`config.mk`:
```
export PLATFORM = sky130hd
export DESIGN_NAME = program_loader
export DESIGN_NICKNAME = d
export VERILOG_FILES = /design/src/rtl/program_loader.sv
export SDC_FILE = /design/constraint.sdc
export NUM_CORES = 1
export LEC_CHECK = 0
export CORE_MARGIN = 1
export CORE_UTILIZATION = 45
export CTS_BUF_LIST = sky130_fd_sc_hd__clkbuf_4 sky130_fd_sc_hd__clkbuf_8
export DETAILED_ROUTE_END_ITERATION = 16
export PLACE_DENSITY = 0.7
export SETUP_SLACK_MARGIN = 0.05
export SYNTH_ARGS = -nofsm -noshare
export SYNTH_HDL_FRONTEND = slang
export SYNTH_SLANG_ARGS = --single-unit
```
`constraint.sdc`:
```
create_clock -name clk -period 5 [get_ports clk]
set_input_delay 1 -clock clk [delete_from_list [all_inputs] [get_ports clk]]
set_output_delay 1 -clock clk [all_outputs]
set_load 0.02 [all_outputs]
```
`src/rtl/program_loader.sv`:
```
// program_loader
//   Boot-time loader in front of the CPU RAM. It accepts a framed byte
//   stream over valid/ready, assembles big-endian 16-bit words and writes
//   them to consecutive RAM addresses starting at BASE_ADDR. The CPU core is
//   held in reset until a complete image has been written.
//
//   Frame: SYNC_BYTE, length L (L=0 means 256 words), then N words with the
//   high byte first, then an optional checksum byte.
//
//   Build option: define LOADER_CHECKSUM_EN to require a trailing checksum
//   byte (8-bit sum of all payload bytes). A mismatch enters ERR. Without
//   it, the last WRITE goes straight to DONE and error is tied low.
//
// Ports
//   clk          system clock, rising edge
//   reset        asynchronous active-high reset
//   start        single-cycle pulse, arms the loader from IDLE/DONE/ERR
//   rx_data      stream byte
//   rx_valid     rx_data is valid
//   rx_ready     loader accepts a byte this cycle
//   ram_we       one-cycle RAM write strobe
//   ram_adr      RAM write address (holds outside WRITE)
//   ram_wdata    RAM write data (holds outside WRITE)
//   cpu_hold     1 = CPU core held in reset
//   done         image loaded (level)
//   error        frame rejected (level)
//   words_loaded words written in the current frame
module program_loader #(
  parameter logic [7:0] BASE_ADDR = 8'h00,
  parameter logic [7:0] SYNC_BYTE = 8'hA5
) (
  input  logic        clk,
  input  logic        reset,
  input  logic        start,
  input  logic [7:0]  rx_data,
  input  logic        rx_valid,
  output logic        rx_ready,
  output logic        ram_we,
  output logic [7:0]  ram_adr,
  output logic [15:0] ram_wdata,
  output logic        cpu_hold,
  output logic        done,
  output logic        error,
  output logic [8:0]  words_loaded
);

  typedef enum logic [3:0] {
    IDLE,
    SYNC,
    LEN,
    HI,
    LO,
    WRITE,
`ifdef LOADER_CHECKSUM_EN
    CSUM,
    ERR,
`endif
    DONE
  } state_t;

  state_t      state;
  logic [8:0]  n_words;
  logic [8:0]  index;
  logic [7:0]  hi_byte;
  logic [8:0]  index_next;
  logic        take;
`ifdef LOADER_CHECKSUM_EN
  logic [7:0]  acc;
`endif

  assign take         = rx_valid && rx_ready;
  assign index_next   = index + 9'd1;
  assign words_loaded = index;

  // All handshake/status outputs are pure decodes of the state register,
  // so no path exists from rx_valid/rx_data to any output.
  always_comb begin
    rx_ready = 1'b0;
    case (state)
      SYNC, LEN, HI, LO: rx_ready = 1'b1;
`ifdef LOADER_CHECKSUM_EN
      CSUM:              rx_ready = 1'b1;
`endif
      default:           rx_ready = 1'b0;
    endcase
  end

  assign ram_we   = (state == WRITE);
  assign cpu_hold = (state != DONE);
  assign done     = (state == DONE);
`ifdef LOADER_CHECKSUM_EN
  assign error    = (state == ERR);
`else
  assign error    = 1'b0;
`endif

  always_ff @(posedge clk or posedge reset) begin
    if (reset) begin
      state     <= IDLE;
      n_words   <= '0;
      index     <= '0;
      hi_byte   <= '0;
      ram_adr   <= '0;
      ram_wdata <= '0;
`ifdef LOADER_CHECKSUM_EN
      acc       <= '0;
`endif
    end else begin
      case (state)
        IDLE: begin
          if (start) state <= SYNC;
        end
        SYNC: begin
          // Non-sync bytes are consumed and dropped while hunting.
          if (take && rx_data == SYNC_BYTE) state <= LEN;
        end
        LEN: begin
          if (take) begin
            n_words <= (rx_data == 8'h00) ? 9'd256 : {1'b0, rx_data};
            index   <= '0;
`ifdef LOADER_CHECKSUM_EN
            acc     <= '0;
`endif
            state   <= HI;
          end
        end
        HI: begin
          if (take) begin
            hi_byte <= rx_data;
`ifdef LOADER_CHECKSUM_EN
            acc     <= acc + rx_data;
`endif
            state   <= LO;
          end
        end
        LO: begin
          if (take) begin
            // Address/data are loaded here so they are already valid for
            // the whole WRITE cycle and then simply hold afterwards.
            ram_adr   <= BASE_ADDR + index[7:0];
            ram_wdata <= {hi_byte, rx_data};
`ifdef LOADER_CHECKSUM_EN
            acc       <= acc + rx_data;
`endif
            state     <= WRITE;
          end
        end
        WRITE: begin
          index <= index_next;
          if (index_next == n_words) begin
`ifdef LOADER_CHECKSUM_EN
            state <= CSUM;
`else
            state <= DONE;
`endif
          end else begin
            state <= HI;
          end
        end
`ifdef LOADER_CHECKSUM_EN
        CSUM: begin
          if (take) state <= (rx_data == acc) ? DONE : ERR;
        end
        ERR: begin
          if (start) state <= SYNC;
        end
`endif
        DONE: begin
          if (start) state <= SYNC;
        end
        default: state <= IDLE;
      endcase
    end
  end

endmodule
```
==> impl_metrics.env <==
export IMPL_outcome="complete, no violations"
export IMPL_dieArea_sq_um=6320
export IMPL_synth_distinct_cells=56
export IMPL_cts_path_max_buffers=2
export IMPL_cp_max_fo=12
export IMPL_synth_yosys_seq_area_share_pct=49.1
export IMPL_async_reset_ff_share_pct=100
export IMPL_avgViaCountPerCell=5.51
export IMPL_timing_final_crit_share_pct=65.0
export IMPL_grt_max_degree=54
export IMPL_wl_um=5300
export IMPL_worstSetupEndpointType="output port"
export IMPL_use_met3_pct=5.03
export IMPL_layout_commonest_cell="dfrtp_1"
export IMPL_dpl_hpwl_um=3720
export IMPL_io_pins=50
export IMPL_ant_nets=0
export IMPL_core_area_sq_um=5640
export IMPL_final_util_pct=57.5
export IMPL_ctsHtreeMaxLevel=2
export IMPL_synth_cells=227
export IMPL_startpoint_type="flop"
export IMPL_setup_tns_ns=0
export IMPL_finalHoldViolations=0
export IMPL_antenna_found_initial=0
export IMPL_grt_use_total_pct=18.6
export IMPL_drive_gt1_share_pct=23.1
export IMPL_p_total_uw=1810
export IMPL_slew_headroom_pct=27.4
export IMPL_tightest_slew_ns=1.09
export IMPL_ir_drop_uv=333
export IMPL_clkSinkCount=53
export IMPL_ff2ff_path_depth=6
export IMPL_antenna_cells=0
export IMPL_fp_dieH_um=79.5
export IMPL_use_met2_pct=29.6
export IMPL_ys_warn_count=0
export IMPL_period_minus_slack_ns=3.25
export IMPL_setup_violations=0
export IMPL_yosys_area_top_type="dfrtp_1"
export IMPL_max_cap_viol_count=0
export IMPL_crit_required_ns=4.00
export IMPL_drc=0
export IMPL_holdBufCountCts=0
export IMPL_synthesis_area_sq_um=2700
export IMPL_initial_core_util_pct=47.9
export IMPL_most_common_layout_cells="53 x dfrtp_1, 48 x clkdlybuf4s50_1, 38 x mux2_2, 13 x o21ai_0, 11 x nand2_1"
export IMPL_cp_data_arrival_time_ns=2.25
export IMPL_rows=27
export IMPL_synth_seq_cells=53
export IMPL_fin_nets=280
export IMPL_stdcell_area_sq_um=3240
export IMPL_area_growth_pct=19.9
export IMPL_insertion_delay_ns=0.31
export IMPL_dr_pass1_iters=4
export IMPL_fmaxAchievable_ghz=0.308
export IMPL_p_per_area_nw_per_um2=559
export IMPL_p_leak_uw=0.00136
export IMPL_syn_nets=240
export IMPL_final_max_slew_viol_count=0
export IMPL_cts_buffers=5
export IMPL_synth_ff_type="dfrtp_1"
export IMPL_root_buffer="clkbuf_8"
export IMPL_via_count=1874
export IMPL_grt_overflow=0
export IMPL_avgSynthCellArea_sq_um=11.9
export IMPL_grt_pass1_wl_um=9050
export IMPL_cts_resized_gates=0
export IMPL_drt_iter0_drc=123
export IMPL_synth_edf_count=0
export IMPL_portBuffers=48
export IMPL_post_cts_buffers=0
export IMPL_grt_pass1_vias=1874
export IMPL_synth_area_leaders="dfrtp_1 49%, mux2_2 16%, o21ai_0 2.4%, xnor2_1 1.9%, buf_6 1.7%"
export IMPL_clk_pin_slew_ns=0.10
export IMPL_cts_tree="yes"
export IMPL_grt_busiest_layer="met2"
export IMPL_placed_area_sq_um=3140
export IMPL_met1_usage_pct=24.4
export IMPL_hold_depth=1
export IMPL_grt_setup_unrepaired="false"
export IMPL_synth_top_area_share_pct=49.1
export IMPL_gp_congestion=0.838
export IMPL_path_class="flop to output port"
export IMPL_holdCritPathClass="flop to flop"
export IMPL_dieWidth_um=79.5
export IMPL_wl_per_cell_um=15.6
export IMPL_finClkSkew_ns=0.00893
-- through the flow --
step	hold WS, ns	instances	worst slack (ns)
floorplan	0.459	227	2.71
global placement	0.473	332	2.14
detailed placement	0.482	332	2.11
CTS	0.505	340	1.75
global route	0.528	340	1.63
finish	0.499	340	1.75
-- cell type report --
| type | instances | area, sq um |
|---|---|---|
| fillers | 489 | 2400 |
| flip-flops and latches | 53 | 1330 |
| multi-input cells | 150 | 1210 |
| repair buffers | 50 | 495 |
| well taps | 72 | 90.1 |
| clock buffers | 6 | 82.6 |
| inverters | 7 | 26.3 |
| clock inverters | 2 | 16.3 |
-- cells by family (layout without fill, tap and decap cells) --
logic type	count (synthesis)	count (layout)	share of synthesized area, %
simple gates	57	57	13.0
buf+inv	24	65	6.34
compound gates	37	37	9.44
flops	53	53	49.1
xor+xnor	12	12	4.16
fa+ha+maj	1	1	0.463
mux	42	42	17.4
other cells	1	1	0.139
-- where the power goes --
part           switching (uW)  total [uW]  internal [uW]  leakage [uW]
registers                 191         789            597      0.000683
clock network             144         258            114     0.0000478
logic                     350         766            416      0.000633
total                     685        1810           1130       0.00136
-- cells in the mapped netlist, types with 2 or more instances --
cell type   n
mux2_1      2
buf_6       4
buf_4       5
and2_1      3
nor2_1     10
nor4_1      4
o2111ai_1   2
buf_2       5
mux2_2     38
nor3_1      2
xnor2_1     6
nand2b_1    2
mux2i_1     2
a311oi_1    2
inv_1       6
nand2_1    11
or2_2       2
nand3_1     8
xor2_1      5
o41ai_1     2
a21oi_1     5
o21ai_0    13
nand4_1     2
dfrtp_1    53
o31ai_1     2
-- worst max-delay path: stages (launching register included) --
cell	delay, ns
dfrtp_1	0.51
nand2b_1	0.22
or2_2	0.40
clkinv_1	0.18
clkdlybuf4s50_1	0.63
-- path summary, 6_finish.rpt --
check / end / from / slack (ns)
worst max-delay path: ram_we / state[1]$_DFFE_PP0P_ / 1.75
worst min-delay path: ram_wdata[14]$_DFFE_PP0P_ / ram_wdata[14]$_DFFE_PP0P_ / 0.50
worst max register to register: state[2]$_DFFE_PP0P_ / words_loaded[0]$_DFFE_PP0P_ / 2.61
worst min register to register: ram_wdata[14]$_DFFE_PP0P_ / ram_wdata[14]$_DFFE_PP0P_ / 0.50
max in group asynchronous: n_words[1]$_DFFE_PP0P_ / reset / 3.06
min in group asynchronous: ram_wdata[13]$_DFFE_PP0P_ / reset / 1.28
-- state kept, by name (all words and copies together) (netlist names) --
register	cells
ram_adr	8
words_loaded	9
hi_byte	8
ram_wdata	16
state	3
n_words	9
-- layer usage --
layer	part of all wire, %	vias up
li1	-	901
met1	46	915
met2	48	50
met3	5.1	8
met4	1.3	0
met5	0	-
No activity file was read; power rests on OpenSTA's default activity.
